`src/rtl/sha256_ctrl_fsm.sv`:
```
// SHA-256 sequencing FSM: padding, block-count load, length insertion, init, rounds, update, done.
// Optional macro SHA256_PRIME_STATE_EN inserts the one-cycle PRIME bubble before each block.
//
// state | meaning
// ------+----------------------------------------------
//   0   | IDLE      wait for start
//   1   | PAD       wait for padding_done
//   2   | LOAD_NUM  latch block count, clear block index
//   3   | LEN_LO    insert message length, low word
//   4   | LEN_HI    insert message length, high word
//   5   | INIT      load initial hash values
//   6   | PRIME     schedule-prime bubble (optional)
//   7   | ROUND     ROUNDS compression rounds
//   8   | UPDATE    fold working vars into hash
//   9   | DONE      hold until start is released
module sha256_ctrl_fsm #(
  parameter int ROUNDS = 64,
  parameter int RND_W  = 6,
  parameter int BLK_W  = 8
) (
  input  logic             clk,
  input  logic             rst,
  input  logic             start,
  input  logic             abort,
  input  logic             padding_done,
  input  logic [BLK_W-1:0] blocks_num,
  output logic [3:0]       state,
  output logic [RND_W-1:0] round_idx,
  output logic [BLK_W-1:0] block_idx,
  output logic             busy
);

  typedef enum logic [3:0] {
    S_IDLE     = 4'd0,
    S_PAD      = 4'd1,
    S_LOAD_NUM = 4'd2,
    S_LEN_LO   = 4'd3,
    S_LEN_HI   = 4'd4,
    S_INIT     = 4'd5,
    S_PRIME    = 4'd6,
    S_ROUND    = 4'd7,
    S_UPDATE   = 4'd8,
    S_DONE     = 4'd9
  } state_t;

  localparam logic [RND_W-1:0] LAST_RND = RND_W'(ROUNDS - 1);

`ifdef SHA256_PRIME_STATE_EN
  localparam state_t BLK_ENTRY = S_PRIME;
`else
  localparam state_t BLK_ENTRY = S_ROUND;
`endif

  logic [3:0]       state_q;
  state_t           state_d;
  logic [RND_W-1:0] round_d;
  logic [BLK_W-1:0] block_d;
  logic [BLK_W-1:0] blk_cnt_q;
  logic [BLK_W-1:0] blk_cnt_d;
  logic             last_block;

  // Compared one bit wider so an index already at the end cannot wrap back to zero.
  assign last_block = ({1'b0, block_idx} + (BLK_W+1)'(1)) >= {1'b0, blk_cnt_q};

  always_ff @(posedge clk or posedge rst) begin
    if (rst) begin
      state_q   <= 4'd0;
      round_idx <= '0;
      block_idx <= '0;
      blk_cnt_q <= '0;
    end else begin
      state_q   <= state_d;
      round_idx <= round_d;
      block_idx <= block_d;
      blk_cnt_q <= blk_cnt_d;
    end
  end

  always_comb begin
    state_d   = state_t'(state_q);
    round_d   = round_idx;
    block_d   = block_idx;
    blk_cnt_d = blk_cnt_q;
    case (state_t'(state_q))
      S_IDLE:     if (start) state_d = S_PAD;
      S_PAD:      if (padding_done) state_d = S_LOAD_NUM;
      S_LOAD_NUM: begin
        blk_cnt_d = blocks_num;
        block_d   = '0;
        state_d   = (blocks_num == '0) ? S_DONE : S_LEN_LO;
      end
      S_LEN_LO:   state_d = S_LEN_HI;
      S_LEN_HI:   state_d = S_INIT;
      S_INIT: begin
        round_d = '0;
        state_d = BLK_ENTRY;
      end
`ifdef SHA256_PRIME_STATE_EN
      S_PRIME:    state_d = S_ROUND;
`endif
      S_ROUND: begin
        if (round_idx == LAST_RND) state_d = S_UPDATE;
        else                       round_d = round_idx + RND_W'(1);
      end
      S_UPDATE: begin
        round_d = '0;
        if (last_block) begin
          state_d = S_DONE;
        end else begin
          block_d = block_idx + BLK_W'(1);
          state_d = BLK_ENTRY;
        end
      end
      S_DONE:     if (!start) state_d = S_IDLE;
      default: begin
        state_d   = S_IDLE;
        round_d   = '0;
        block_d   = '0;
        blk_cnt_d = '0;
      end
    endcase
    if (abort && (state_q != 4'd0)) begin
      state_d   = S_IDLE;
      round_d   = '0;
      block_d   = '0;
      blk_cnt_d = '0;
    end
  end

  assign state = state_q;
  assign busy  = (state_q != 4'd0) && (state_q != 4'd9);

endmodule
```
`config.mk`:
```
export PLATFORM = sky130hd
export DESIGN_NAME = sha256_ctrl_fsm
export DESIGN_NICKNAME = d
export VERILOG_FILES = /design/src/rtl/sha256_ctrl_fsm.sv
export SDC_FILE = /design/constraint.sdc
export NUM_CORES = 1
export LEC_CHECK = 0
export CELL_PAD_IN_SITES_DETAIL_PLACEMENT = 1
export CELL_PAD_IN_SITES_GLOBAL_PLACEMENT = 1
export CORE_ASPECT_RATIO = 1.25
export CORE_MARGIN = 5
export CORE_UTILIZATION = 43
export CTS_CLUSTER_DIAMETER = 200
export CTS_CLUSTER_SIZE = 20
export DETAILED_ROUTE_END_ITERATION = 16
export PLACE_DENSITY = 0.87
export SETUP_SLACK_MARGIN = 0.3
export SYNTH_ARGS = -nofsm -noshare
export SYNTH_HDL_FRONTEND = slang
export SYNTH_SLANG_ARGS = --single-unit
```
`constraint.sdc`:
```
create_clock -name clk -period 6.8 [get_ports clk]
set_input_delay 0.68 -clock clk [delete_from_list [all_inputs] [get_ports clk]]
set_output_delay 0.68 -clock clk [all_outputs]
set_load 0.005 [all_outputs]
```
Word level (Yosys, flattened, before mapping)
Index checks and enable logic that the tools add are counted.
{"block": "word_totals", "regBits": 26, "output_inout_bits": 19, "inputBits": 13, "wordCells": 54}
{"block": "op_classes", "eq_ne": 19, "mux": 16, "addsub": 3, "reduce_logical": 11, "n_lt_le_gt_ge": 1}
{"cell": "case mux 4 bit (9 select lines)", "n": 1}
{"cell": "case mux 8 bit (2 select lines)", "n": 2}
{"cell": "two-way mux 4 bit", "n": 7}
{"cell": "two-way mux 8 bit", "n": 3}
{"cell": "!= test 3 bit (second input constant)", "n": 6}
{"cell": "== test 4 x 3 -> 1 bit (second input constant)", "n": 3}
{"cell": "two-way mux 6 bit", "n": 2}
{"cell": "case mux 6 bit (2 select lines)", "n": 1}
{"cell": "adder 8 x 1 -> 9 bit (second input constant)", "n": 1}
{"cell": "greater-or-equal comparator 9 x 8 -> 1 bit", "n": 1}
{"cell": "adder 8 x 1 -> 8 bit (second input constant)", "n": 1}
{"cell": "== test 4 x 2 -> 1 bit (second input constant)", "n": 2}
{"cell": "== test 4 bit (second input constant)", "n": 2}
{"cell": "zero test 8 bit", "n": 1}
{"cell": "OR reduction 8 bit", "n": 1}
{"cell": "OR reduction 7 bit", "n": 1}
{"cell": "adder 6 x 1 -> 6 bit (second input constant)", "n": 1}
{"cell": "== test 6 bit (second input constant)", "n": 1}
{"cell": "!= test 2 x 1 -> 1 bit (second input constant)", "n": 3}
{"cell": "OR reduction 6 bit", "n": 1}
{"cell": "== test 4 x 1 -> 1 bit (second input constant)", "n": 1}
{"cell": "zero test 4 bit", "n": 1}
{"cell": "!= test 4 bit (second input constant)", "n": 1}
{"cell": "AND reduction 2 bit", "n": 2}
{"cell": "other kinds (3)", "n": 4}

Longest topological paths before layout
Gate-level depths: netlist (run 1).
{"block": "depth", "depth_word": 5, "mapped_depth": 10, "mapped_depth_nobuf": 9}

Worst setup path before layout (run 1)
Ideal clock, no wire load.
{"block": "synth_path", "path_kind": "flip-flop to flip-flop", "startpoint": "register block_idx[3]", "endpoint": "register block_idx[5]", "path_stages_with_launch": 11, "arrival_ns": 2.449, "setup_ns": 0.125, "period_less_slack_ns": 2.574, "slack_ns": 4.226, "cell_sequence": "dfrtp_1 > buf_2 > nand4_1 > nor2_1 > xor2_1 > ha_1 > and3_4 > a221oi_2 > o21ai_2 > o31ai_4 > mux2_4"}
{"block": "synth_via", "elab_chain_cells": 4}
{"item": "start, declared", "line": "29", "text": "output logic [BLK_W-1:0] block_idx,"}
{"item": "start signal, assigned", "line": "74", "text": "block_idx <= block_d;"}
{"item": "adder 8 x 1 -> 9 bit or adder 8 x 1 -> 8 bit (tied branches)", "line": "63, 110"}
{"item": "greater-or-equal comparator 9 x 8 -> 1 bit or two-way mux 8 bit (tied branches)", "line": "63, 107"}
{"item": "!= test 3 bit (no source line) or case mux 8 bit (2 select lines) (tied branches)"}
{"item": "AND reduction 2 bit (no source line) or two-way mux 8 bit (tied branches)"}
Parallel ways exist; a longest one is shown, timed or not. The select of a mux whose other input is x is not followed.
A chain may end at the register's enable or synchronous reset.

Worst setup path in the final report (run 1)
{"block": "layout_path", "startpoint": "register block_idx[0]", "endpoint": "register block_idx[7]"}
Same word-level chain as after synthesis.

==> parameters.txt, run 1 <==
Parameter                              Value

Synthesis
  Number of warnings issued by yosys ... 0
  Share of the synthesized netlist area taken by xor and xnor gates ... 2.93%
  Yosys top cell area share ... between 30% and 40%
  Synthesized area divided by synthesized cell count ... 9.29 sq um
  Primary FF master, synth ... dfrtp_1
  Fraction of synthesized area in multiplexers ... about 5.1%
  Post-synthesis compound-gate area fraction ... 24.0%
  Number of enable flip-flop cells after synthesis ... 0
  Leading cell type by number of instances after synthesis ... dfrtp_1
  Cell accounting for the most synthesized area ... dfrtp_1
  Ranking of synthesized cells by instance count ... dfrtp_1, inv_1, nand2_1, nor2_1, o21ai_0
  Adder-cell share of the synthesized area ... 6.98%
  Cell types occupying the most area after synthesis ... dfrtp_1, ha_1, a22o_1, inv_1, nand2_1
  Net count after synthesis ... 216
  Basic-gate share of the synthesized area counting and, or, nand and nor cells ... approximately 19%
  Fraction of the yosys area taken by sequential cells ... 36.3%
  Largest family of logic cells by synthesized area ... compound AO/OA/AOI/OAI gates
  Number of register bits inferred by synthesis ... 26
  Fraction of registers with async set/reset ... 100%
  Count of cell types in the netlist ... 49
  Post-synthesis instance total ... 193
  Syn Std Cell Area ... 0.00179 sq mm

Cells and area
  Layout cell share with drive strength beyond 1 ... 8.60%
  Post-layout net count ... between 200 and 250
  Ant. Diodes ... 0
  Final cell utilization of the core ... 54.3%
  Fillcell total ... 481
  Area overhead of the layout relative to synthesis ... 23.1%

Drt
  Number of vias after detailed routing ... 1604
  TritonRoute pass-1 iters ... 4
  Number of vias per cell after detailed routing ... 5.79
  Average detailed-routed wire length per instance ... 17.8 microns
  Post-route DRC ... 0
  Count of antenna-violating nets left after detailed routing ... 0
  Final WL ... between 4000 and 5000 microns
  Iter 0 DRT Violations ... 74

Setup path
  Startpoint types ... flip-flop
  Worst reg-to-reg path cell count ... 9
  Worst R2R Setup Slack ... 3.83 ns
  Arrival time reported for the critical path endpoint ... 3.13 ns
  Startpoint of the lowest-slack register-to-register path ... block_idx[0]
  Worst Path Max Fanout ... 7
  R2r endpoint ... block_idx[7]
  Worst setup path start ... block_idx[0]
  Required @ worst endpoint ... 6.96 ns
  Crit Path Category ... flip-flop to flip-flop
  Critical Path End Type ... flip-flop

Place
  Final GP Congestion ... between 0.8 and 0.9
  IO buf count ... 31
  Worst-case setup slack after placement ... 3.83 ns
  HPWL after DPL ... 3700 microns

Min path
  Hold Path Sink ... blk_cnt_q[6]
  Min-Delay Path Class ... flip-flop to flip-flop
  Worst Hold Launch ... blk_cnt_q[6]
  Hold Path Depth ... 1

Clocking
  Post-CTS setup-driven buffer insertion count ... 0
  Hold-fix buffer count after cts ... 0
  H-tree levels ... 1
  Clock insertion delay at the later pin of the skew report ... 0.27 ns
  Maximum clock insertion buffer count ... 2
  TritonCTS clock tree ... yes
  CTS Buf Count ... 3
  Clock tree root buffer cell ... clkbuf_8
  Resized Gates After CTS ... 0
  Number of sinks handled by clock tree synthesis ... 26
  Clock slew seen by the registers of the worst setup and hold paths ... 0.10 ns

Power
  Largest vdd supply drop ... 0.000176 V
  Power per cell area ... between 200 and 300 mW/mm^2
  Lkg Pwr ... 0.977 nW

Global routing
  Pin count of the biggest net entering global routing ... 27
  Total routing resource utilization after global routing ... about 20%
  Global-route wire length before repair ... approximately 8500 microns
  Via count of the first global-routing pass ... 1720
  Global route overflow ... 0
  Initial antenna violation count ... 0

Floorplanning
  Total Die Area ... 0.00557 sq mm
  Top Ports ... 32
  Die Wd ... slightly below 70 microns
  Core ar. ... 0.00407 sq mm
  Height of the die ... just over 80 microns
  Site Rows ... 26
  Effective utilization at floorplan ... 44.1%

Timing
  Max_slew headroom ... 31.0%
  Layout Skew ... 0.00387 ns
  Final number of setup-violating endpoints ... 0
  Final hold violations ... 0
  RSZ-0062 raised after global routing ... false
  Setup tns final ... 0 ns
  Fraction of the cycle the final worst path needs ... between 40 and 50%
  Fin. max-slew vios ... 0
  FMAX ... 0.337 GHz
  Setup slack after layout ... around 3.8 ns
  Clock period minus final worst setup slack ... 2.97 ns
  Transition time at the pin with the least slew margin ... 1.03 ns

Run
  Number of maximum-capacitance constraint violations ... 0

Outcome
  Run status ... finished, final reports clean
cell usage in the layout, fill, tap and decap left out, types with 3 or more instances in the layout:
cell,count
clkdlybuf4s50_1,31
dfrtp_1,26
inv_1,16
nand2_1,15
nor2_1,11
o21ai_0,11
nand3_1,10
ha_1,10
a22o_1,9
a21oi_1,9
nand2b_1,7
mux2i_1,5
or3_1,4
xnor2_1,4
a21o_1,3
nor3_1,3
and3_1,3
and2_1,3
clkbuf_8,3
power breakdown:
group	total, W	internal, W	switching [W]
Sequential	0.000224	0.000182	0.0000416
Clock	0.000131	0.0000788	0.0000521
Combinational	0.000300	0.000134	0.000166
Total	0.000654	0.000395	0.000259
layout make-up:
class	instances	area, sq um	share of cell area, %
sequential	26	651	29.5
inverter	16	60.1	2.72
clock buffer	3	41.3	1.87
multi-input combinational	144	1040	47.3
clock inverter	1	30.0	1.36
tap	56	70.1	3.17
timing repair buffer	31	310	14.1
stage by stage:
| step | cell area, sq um | hold WS (ns) | power (W) | cells |
|---|---|---|---|---|
| final | 2210 | 0.504 | 0.000654 | 277 |
| after global routing | 2210 | 0.534 | 0.000701 | 277 |
| after CTS | 2210 | 0.512 | 0.000659 | 277 |
| after detailed placement | 2140 | 0.485 | 0.000525 | 273 |
| after global placement | 2140 | 0.486 | 0.000516 | 273 |
| after floorplan | 1790 | 0.466 | 0.000441 | 193 |
critical path, cell delays in order (launching register included):
cell and delay [ns]:
dfrtp_1 0.45, ha_1 0.29, nand3_1 0.12, xnor2_1 0.29, ha_1 0.31, a21o_1 0.17, a221oi_2 0.28, o21ai_2 0.17
o31ai_4 0.43, mux2_4 0.34
state kept, by name (all words and copies together) (netlist names):
signal,flops
blk_cnt_q,8
block_idx,8
round_idx,6
state,4
how the worst max path moves through the flow:
stage                   endpoint  slack (ns)  cells past startpoint
finish              block_idx[7]        3.83                      9
global placement    block_idx[7]        3.92                      9
floorplan           block_idx[5]        4.23                     10
global route        block_idx[7]        3.67                      9
detailed placement  block_idx[7]        3.83                      9
CTS                 block_idx[7]        3.82                      9
logic make-up (layout without fill, tap and decap cells):
kind of cell,Yosys count,after routing
AO/OA/AOI/OAI,54,54
XOR/XNOR,6,6
buffers and inverters,23,51
AND/OR/NAND/NOR,66,66
adder cells (fa/ha/maj),10,10
flip-flops,26,26
multiplexers,8,8
metal layers:
metal / part of all wire (%) / up-vias / track usage, %
li1: - / 765 / -
met1: 41 / 797 / 23.2
met2: 54 / 32 / 36.0
met3: 2.8 / 10 / 3.11
met4: 2.1 / 0 / 7.91
met5: 0 / - / 0
Power figures use the tool's default switching activity.
==> inputs of run 2 (changes only) <==
--- a/config.mk
+++ b/config.mk
@@ -9,11 +9,11 @@
 export CELL_PAD_IN_SITES_GLOBAL_PLACEMENT = 1
 export CORE_ASPECT_RATIO = 1.25
 export CORE_MARGIN = 5
-export CORE_UTILIZATION = 43
+export CORE_UTILIZATION = 40
 export CTS_CLUSTER_DIAMETER = 200
 export CTS_CLUSTER_SIZE = 20
 export DETAILED_ROUTE_END_ITERATION = 16
-export PLACE_DENSITY = 0.87
+export PLACE_DENSITY = 0.82
 export SETUP_SLACK_MARGIN = 0.3
 export SYNTH_ARGS = -nofsm -noshare
 export SYNTH_HDL_FRONTEND = slang
==> constraint.sdc (replaced) <==
create_clock -name clk -period 2.95 [get_ports clk]
set_input_delay 0.295 -clock clk [delete_from_list [all_inputs] [get_ports clk]]
set_output_delay 0.295 -clock clk [all_outputs]
set_load 0.005 [all_outputs]
==> run 2 against run 1 <==
Largest cell class unchanged; die area up 6.5%; register-to-register slack worse by 3.7 ns; critical path depth up 2; routed wire length up 21%; worst hold slack worse by 0.14 ns; maximum frequency up 5.5%; total power up 140%.
==> parameters.txt, run 2 (same netlist as run 1, synthesis figures left out) <==
Parameter                              Value

Drt
  Met3 Routed Length ... 161 microns (+17%)
  Met2 layer wire length in the routed design ... 3210 microns (+21%)
  Met1 Routed Length ... 2380 microns (+18%)
  Number of vias per cell after detailed routing ... 5.71 (-1.3%)
  Highest metal used ... met4
  TritonRoute pass-1 iters ... 4 (unchanged)
  Average detailed-routed wire length per instance ... 19.7 microns (+11%)
  Final WL ... 5940 microns (+21%)
  Number of vias after detailed routing ... 1720 (+7.2%)
  Count of antenna-violating nets left after detailed routing ... 0 (unchanged)
  Iter 0 DRT Violations ... 74 (unchanged)
  Post-route DRC ... 0 (unchanged)

Clocking
  Number of sinks handled by clock tree synthesis ... 26 (unchanged)
  Hold-fix buffer count after cts ... 0 (unchanged)
  Clock slew seen by the registers of the worst setup and hold paths ... 0.10 ns (about the same)
  Clock tree root buffer cell ... clkbuf_8
  TritonCTS clock tree ... yes
  Clock insertion delay at the later pin of the skew report ... 0.28 ns (about the same)
  H-tree levels ... 1 (unchanged)
  Maximum clock insertion buffer count ... 2 (unchanged)
  CTS Buf Count ... 3 (unchanged)

Power
  Proportion of power drawn by the clock network ... 15.9% (-4.1 points)
  Lkg Pwr ... 1.10 nW (+12%)
  Switching power share of the total ... 41.5% (+1.9 points)
  PnR Total Power ... 0.00154 W (+140%)
  Internal power ... 0.000900 W (+130%)
  Power per cell area ... 620 mW/mm^2 (+110%)
  Fraction of power consumed by sequential logic ... 33.8% (-0.4 points)
  P_sw ... 0.000639 W (+150%)
  Fraction of power consumed by combinational cells ... 50.2% (+4.4 points)
  Largest vdd supply drop ... 0.000366 V (+110%)

Setup path
  Buffer and inverter count on the worst path ... 2 (+2)
  Critical Path End Type ... flip-flop
  R2r endpoint ... block_idx[4]
  Worst Path Max Fanout ... 4 (-3)
  Required @ worst endpoint ... 3.15 ns (-3.81 ns)
  Startpoint types ... flip-flop
  Worst reg-to-reg path cell count ... 11 (+2)
  Most frequent CP cell ... buf_6
  Worst R2R Setup Slack ... 0.14 ns (-3.70 ns)
  Critical path's largest stage delay ... 0.42 ns (-0.03 ns)
  Startpoint of the lowest-slack register-to-register path ... block_idx[4]
  Crit Path Category ... flip-flop to flip-flop
  Cells along the critical path ... buf_6 > nand2_1 > nor2_1 > xor2_1 > ha_1 > and3_4 > a221oi_4 > o21ai_4 > o31ai_4 > buf_6 > mux2i_2
  Arrival time reported for the critical path endpoint ... 3.01 ns (-0.12 ns)
  Standard cell with the maximum stage delay on the critical path ... dfrtp_2
  Crit path max-delay family ... compound AO/OA/AOI/OAI gates

Min path
  Min-Delay Path Class ... input port to asynchronous set/reset pin

Floorplanning
  Site Rows ... 27 (+3.8%)
  Die Wd ... 69.9 microns (+3.1%)
  Height of the die ... 84.9 microns (+3.2%)
  Effective utilization at floorplan ... 40.8% (-3.3 points)
  Core ar. ... 0.00439 sq mm (+8.0%)
  Top Ports ... 32 (unchanged)
  Total Die Area ... 0.00593 sq mm (+6.5%)

Cells and area
  Area overhead of the layout relative to synthesis ... 38.5%
  Post-layout net count ... 267 (+9.0%)
  Sequential Area ... 657 sq um (+0.96%)
  Layout cell share with drive strength beyond 1 ... 22.6% (+14 points)
  Final cell utilization of the core ... 56.6% (+2.3 points)
  Commonest non-fill, non-tap cell in the layout ... clkdlybuf4s50_1
  Ant. Diodes ... 0 (unchanged)
  Largest registers ... blk_cnt_q x8, block_idx x8, round_idx x6
  Most used cells in the layout excluding fill and tap cells ... clkdlybuf4s50_1, dfrtp_1, buf_4, inv_1, nand2_1
  Multi-input logic area ... 0.00116 sq mm (+11%)
  Fillcell total ... 503 (+4.6%)
  Finished Cell Area ... 0.00248 sq mm (+13%)

Place
  Standard cell area after detailed placement ... 0.00215 sq mm (+0.82%)
  IO buf count ... 31 (unchanged)
  Final GP Congestion ... 0.804 (-0.41%)
  HPWL after DPL ... 3740 microns (+1.3%)

Outcome
  Run status ... finished, final reports clean

Timing
  RSZ-0062 raised after global routing ... true
  Final number of setup-violating endpoints ... 0 (unchanged)
  Fin. max-slew vios ... 0 (unchanged)
  FMAX ... 0.356 GHz (+5.5%)
  Transition time at the pin with the least slew margin ... 0.560 ns (-0.473 ns)
  Max_slew headroom ... 61.7% (+31 points)
  Clock period minus final worst setup slack ... 2.81 ns (-0.155 ns)
  Layout Skew ... 0.00393 ns (+0.0000615 ns)
  Final hold violations ... 0 (unchanged)
  Fraction of the cycle the final worst path needs ... 95.3% (+52 points)
  Setup tns final ... 0 ns (unchanged)

Global routing
  Global-route wire length before repair ... 8890 microns (+5.2%)
  Via count of the first global-routing pass ... 1852 (+7.7%)
  Initial antenna violation count ... 0 (unchanged)
  Total routing resource utilization after global routing ... 18.6% (-1.4 points)
  Global route overflow ... 0 (unchanged)
  Pin count of the biggest net entering global routing ... 27 (unchanged)

Run
  Number of maximum-capacitance constraint violations ... 0 (unchanged)
## run 2: cell count changes in the layout (fill, tap and decap cells not counted), moves of 3 or more
cell and delta:
dfrtp_2 +5, buf_4 +20, dfrtp_1 -5, nand3_1 -3
## run 2: cell type report
class / count / share of cell area (%)
sequential: 26 / 26.4
timing repair buffer: 53 / 19.4
inverter: 16 / 2.42
multi-input combinational: 144 / 46.5
tap: 58 / 2.92
clock buffer: 4 / 2.22
## run 2: stage by stage
| stage | setup WS [ns] | instances | hold WS, ns |
|---|---|---|---|
| 2_1_floorplan | 0.376 | 193 | 0.335 |
| 3_3_place_gp | 0.143 | 277 | 0.486 |
| 3_5_place_dp | 0.0466 | 277 | 0.487 |
| 4_1_cts | 0.301 | 293 | 0.386 |
| 5_1_grt | 0.00111 | 301 | 0.402 |
| 6_report | 0.138 | 301 | 0.368 |
## run 2: timing repair
item | CTS | global route
resized for setup | 12 | 12
pin swaps | 5 | 14
setup buffers | 12 | 8
setup endpoints to repair | 8 | 8
## run 2: how the worst max path moves through the flow
stage	cells past startpoint	start	to	slack, ns
floorplan	10	block_idx[3]	block_idx[5]	0.38
global route	11	block_idx[4]	block_idx[4]	0.001
detailed placement	9	block_idx[0]	block_idx[5]	0.05
CTS	9	block_idx[1]	block_idx[5]	0.30
finish	11	block_idx[4]	block_idx[4]	0.14
global placement	9	block_idx[0]	block_idx[7]	0.14
## run 2: power groups by stage
stage | sequential (W) | combinational (W) | clock, W
3_5_place_dp | 0.000524 | 0.000697 | 0
3_3_place_gp | 0.000522 | 0.000683 | 0
2_1_floorplan | 0.000466 | 0.000551 | 0
4_1_cts | 0.000519 | 0.000738 | 0.000251
5_1_grt | 0.000534 | 0.000848 | 0.000272
6_report | 0.000521 | 0.000773 | 0.000245
## run 2: worst register-to-register path, stage by stage, from the launching register on
cell and delay [ns]:
dfrtp_2 0.42, buf_6 0.12, nand2_1 0.07, nor2_1 0.19, xor2_1 0.26, ha_1 0.28, and3_4 0.20, a221oi_4 0.31
o21ai_4 0.13, o31ai_4 0.38, buf_6 0.17, mux2i_2 0.21
## run 2: routing by layer
| layer | track usage, % | vias up |
|---|---|---|
| met2 | 35.7 | 43 |
| met4 | 7.84 | 0 |
| met1 | 19.7 | 856 |
| met3 | 3.20 | 18 |
| li1 | - | 803 |
| met5 | 0 | - |
==> inputs of run 3 (changes only) <==
--- a/config.mk
+++ b/config.mk
@@ -8,13 +8,14 @@
 export CELL_PAD_IN_SITES_DETAIL_PLACEMENT = 1
 export CELL_PAD_IN_SITES_GLOBAL_PLACEMENT = 1
 export CORE_ASPECT_RATIO = 1.25
-export CORE_MARGIN = 5
 export CORE_UTILIZATION = 40
 export CTS_CLUSTER_DIAMETER = 200
 export CTS_CLUSTER_SIZE = 20
 export DETAILED_ROUTE_END_ITERATION = 16
+export HOLD_SLACK_MARGIN = 0.05
 export PLACE_DENSITY = 0.82
 export SETUP_SLACK_MARGIN = 0.3
+export SLEW_MARGIN = 20
 export SYNTH_ARGS = -nofsm -noshare
 export SYNTH_HDL_FRONTEND = slang
 export SYNTH_SLANG_ARGS = --single-unit
==> run 3 against run 2 <==
Clock power fell by 16%; critical path depth fell by 1; global-route usage rose by 4.3 points; register-to-register slack improved by 0.05 ns; largest cell class unchanged.
==> parameters.txt, run 3 (same netlist as run 1, synthesis figures left out) <==
Parameter                              Value

Power
  Switching power share of the total ... 40.6% (-0.89 points)
  Internal power ... 0.000863 W (-4.1%)
  Proportion of power drawn by the clock network ... 14.1% (-1.8 points)
  Lkg Pwr ... 1.07 nW (-2.7%)
  Fraction of power consumed by sequential logic ... 35.3% (+1.5 points)
  Largest vdd supply drop ... 0.000367 V (+0.52%)
  Fraction of power consumed by combinational cells ... 50.6% (+0.4 points)
  P_sw ... 0.000591 W (-7.5%)
  Power per cell area ... 614 mW/mm^2 (-1.0%)

Drt
  Post-route DRC ... 0 (unchanged)
  Number of vias per cell after detailed routing ... 5.62 (-1.7%)
  Average detailed-routed wire length per instance ... 16.8 microns (-15%)
  Iter 0 DRT Violations ... 54 (-27%)
  Count of antenna-violating nets left after detailed routing ... 0 (unchanged)
  Number of vias after detailed routing ... 1657 (-3.7%)
  Final WL ... 4950 microns (-17%)
  TritonRoute pass-1 iters ... 4 (unchanged)

Clocking
  Maximum clock insertion buffer count ... 2 (unchanged)
  Clock slew seen by the registers of the worst setup and hold paths ... 0.09 ns (about the same)
  H-tree levels ... 1 (unchanged)
  CTS Buf Count ... 3 (unchanged)
  Clock tree root buffer cell ... clkbuf_8
  TritonCTS clock tree ... yes
  Hold-fix buffer count after cts ... 0 (unchanged)
  Clock insertion delay at the later pin of the skew report ... 0.27 ns (about the same)
  Number of sinks handled by clock tree synthesis ... 26 (unchanged)

Setup path
  Worst Path Max Fanout ... 6 (+2)
  Required @ worst endpoint ... 3.14 ns (about the same)
  Worst reg-to-reg path cell count ... 10 (-1)
  R2r endpoint ... block_idx[6]
  Critical path's largest stage delay ... 0.42 ns (about the same)
  Worst R2R Setup Slack ... 0.19 ns (+0.05 ns)
  Arrival time reported for the critical path endpoint ... 2.95 ns (-0.06 ns)
  Standard cell with the maximum stage delay on the critical path ... dfrtp_2
  Critical Path End Type ... flip-flop
  Cells along the critical path ... nand4_1 > nor2_2 > xor2_1 > ha_1 > and3_4 > a221oi_2 > o21ai_2 > o31ai_4 > buf_4 > mux2i_1
  Startpoint of the lowest-slack register-to-register path ... block_idx[3]
  Crit Path Category ... flip-flop to flip-flop
  Startpoint types ... flip-flop

Timing
  Final number of setup-violating endpoints ... 0 (unchanged)
  Fin. max-slew vios ... 0 (unchanged)
  RSZ-0062 raised after global routing ... true
  Max_slew headroom ... 57.0% (-4.7 points)
  Final hold violations ... 0 (unchanged)
  Transition time at the pin with the least slew margin ... 0.639 ns (+0.0781 ns)
  FMAX ... 0.363 GHz (+2.0%)
  Setup tns final ... 0 ns (unchanged)
  Fraction of the cycle the final worst path needs ... 93.5% (-1.9 points)
  Hold slack ... 0.378 ns (+0.0103 ns)
  Clock period minus final worst setup slack ... 2.76 ns (-0.0548 ns)
  Layout Skew ... 0.00150 ns (-0.00243 ns)

Global routing
  Via count of the first global-routing pass ... 1772 (-4.3%)
  Met1 track utilization from global routing ... 27.2% (+7.6 points)
  Gr busiest metal ... met2
  Initial antenna violation count ... 0 (unchanged)
  Met3 Track Usage GR ... 2.70% (-0.50 points)
  Total routing resource utilization after global routing ... 22.9% (+4.3 points)
  Pin count of the biggest net entering global routing ... 27 (unchanged)
  Global route overflow ... 0 (unchanged)
  Global-route wire length before repair ... 8350 microns (-6.1%)
  M2 GR Usage ... 41.3% (+5.6 points)

Cells and area
  Most used cells in the layout excluding fill and tap cells ... clkdlybuf4s50_1, dfrtp_1, buf_4, inv_1, nand2_1
  Commonest non-fill, non-tap cell in the layout ... clkdlybuf4s50_1
  Largest registers ... blk_cnt_q x8, block_idx x8, round_idx x6
  Fillcell total ... 474 (-5.8%)
  Area overhead of the layout relative to synthesis ... 32.2%
  Post-layout net count ... 264 (-1.1%)
  Layout cell share with drive strength beyond 1 ... 20.5% (-2.1 points)
  Ant. Diodes ... 0 (unchanged)

Min path
  Min-Delay Path Class ... input port to asynchronous set/reset pin

Floorplanning
  Total Die Area ... 0.00476 sq mm (-20%)
  Height of the die ... 76.9 microns (-9.4%)
  Top Ports ... 32 (unchanged)
  Core ar. ... 0.00420 sq mm (-4.4%)
  Die Wd ... 61.9 microns (-11%)
  Effective utilization at floorplan ... 42.7% (+1.9 points)
  Site Rows ... 26 (-3.7%)

Place
  HPWL after DPL ... 3480 microns (-7.1%)
  Final GP Congestion ... 0.834 (+3.7%)
  IO buf count ... 31 (unchanged)

Outcome
  Run status ... finished, final reports clean

Run
  Number of maximum-capacitance constraint violations ... 0 (unchanged)
## run 3: cell count changes in the layout (fill, tap and decap cells not counted), sizes merged
| cell | previous run | this run |
|---|---|---|
| buf | 22 | 19 |
| clkbuf | 4 | 3 |
## run 3: layer usage
layer / routed length [microns] / vias to the layer above / share of wire (%)
met5: 0 / - / 0
met1: 2050 / 834 / 41
met2: 2720 / 22 / 55
met4: 70 / 0 / 1.4
met3: 106 / 6 / 2.1
li1: - / 795 / -
## run 3: layout make-up
type | instances | area, sq um | area share (%)
Tap cell | 56 | 70.1 | 2.96
Timing Repair Buffer | 50 | 453 | 19.1
Multi-Input combinational cell | 144 | 1090 | 46.0
Inverter | 16 | 60.1 | 2.53
Sequential cell | 26 | 657 | 27.7
Clock buffer | 3 | 41.3 | 1.74
## run 3: worst max path at each step
stage	start	end	slack (ns)
after CTS	block_idx[1]	block_idx[5]	0.30
after detailed placement	block_idx[0]	block_idx[5]	0.1
after global routing	block_idx[2]	block_idx[4]	0.07
after floorplan	block_idx[3]	block_idx[5]	0.38
final	block_idx[3]	block_idx[6]	0.19
after global placement	block_idx[3]	block_idx[5]	0.18
## run 3: metrics by stage
| step | setup slack (ns) | std cells | util (%) | cell area, sq um | total power [W] |
|---|---|---|---|---|---|
| 6_report | 0.193 | 295 | 56.5 | 2370 | 0.00145 |
| 5_1_grt | 0.0681 | 295 | 56.5 | 2370 | 0.00156 |
| 4_1_cts | 0.305 | 291 | 55.7 | 2340 | 0.00144 |
| 3_5_place_dp | 0.0995 | 275 | 51.3 | 2150 | 0.00122 |
| 3_3_place_gp | 0.180 | 275 | 51.3 | 2150 | 0.00121 |
| 2_1_floorplan | 0.376 | 193 | - | 1790 | 0.00102 |
## run 3: power by group through the flow
stage | sequential, W | clock, W | combinational [W]
finish | 0.000513 | 0.000205 | 0.000736
global route | 0.000526 | 0.000221 | 0.000808
CTS | 0.000514 | 0.000210 | 0.000714
detailed placement | 0.000521 | 0 | 0.000701
global placement | 0.000522 | 0 | 0.000684
floorplan | 0.000466 | 0 | 0.000551
## run 3: critical path, delay by kind of cell (launching register included)
kind / cells / cell delay (ns)
flip-flops: 1 / 0.42
buffers and inverters: 1 / 0.18
XOR/XNOR: 1 / 0.22
AO/OA/AOI/OAI: 3 / 0.80
adder cells (fa/ha/maj): 1 / 0.29
AND/OR/NAND/NOR: 3 / 0.57
multiplexers: 1 / 0.19
## run 3: what timing repair did
action,4_1_cts,5_1_grt
resized for setup,12,1
setup buffers,13,4
endpoints found under the setup margin,7,10
pin swaps,5,10
cloned,0,0
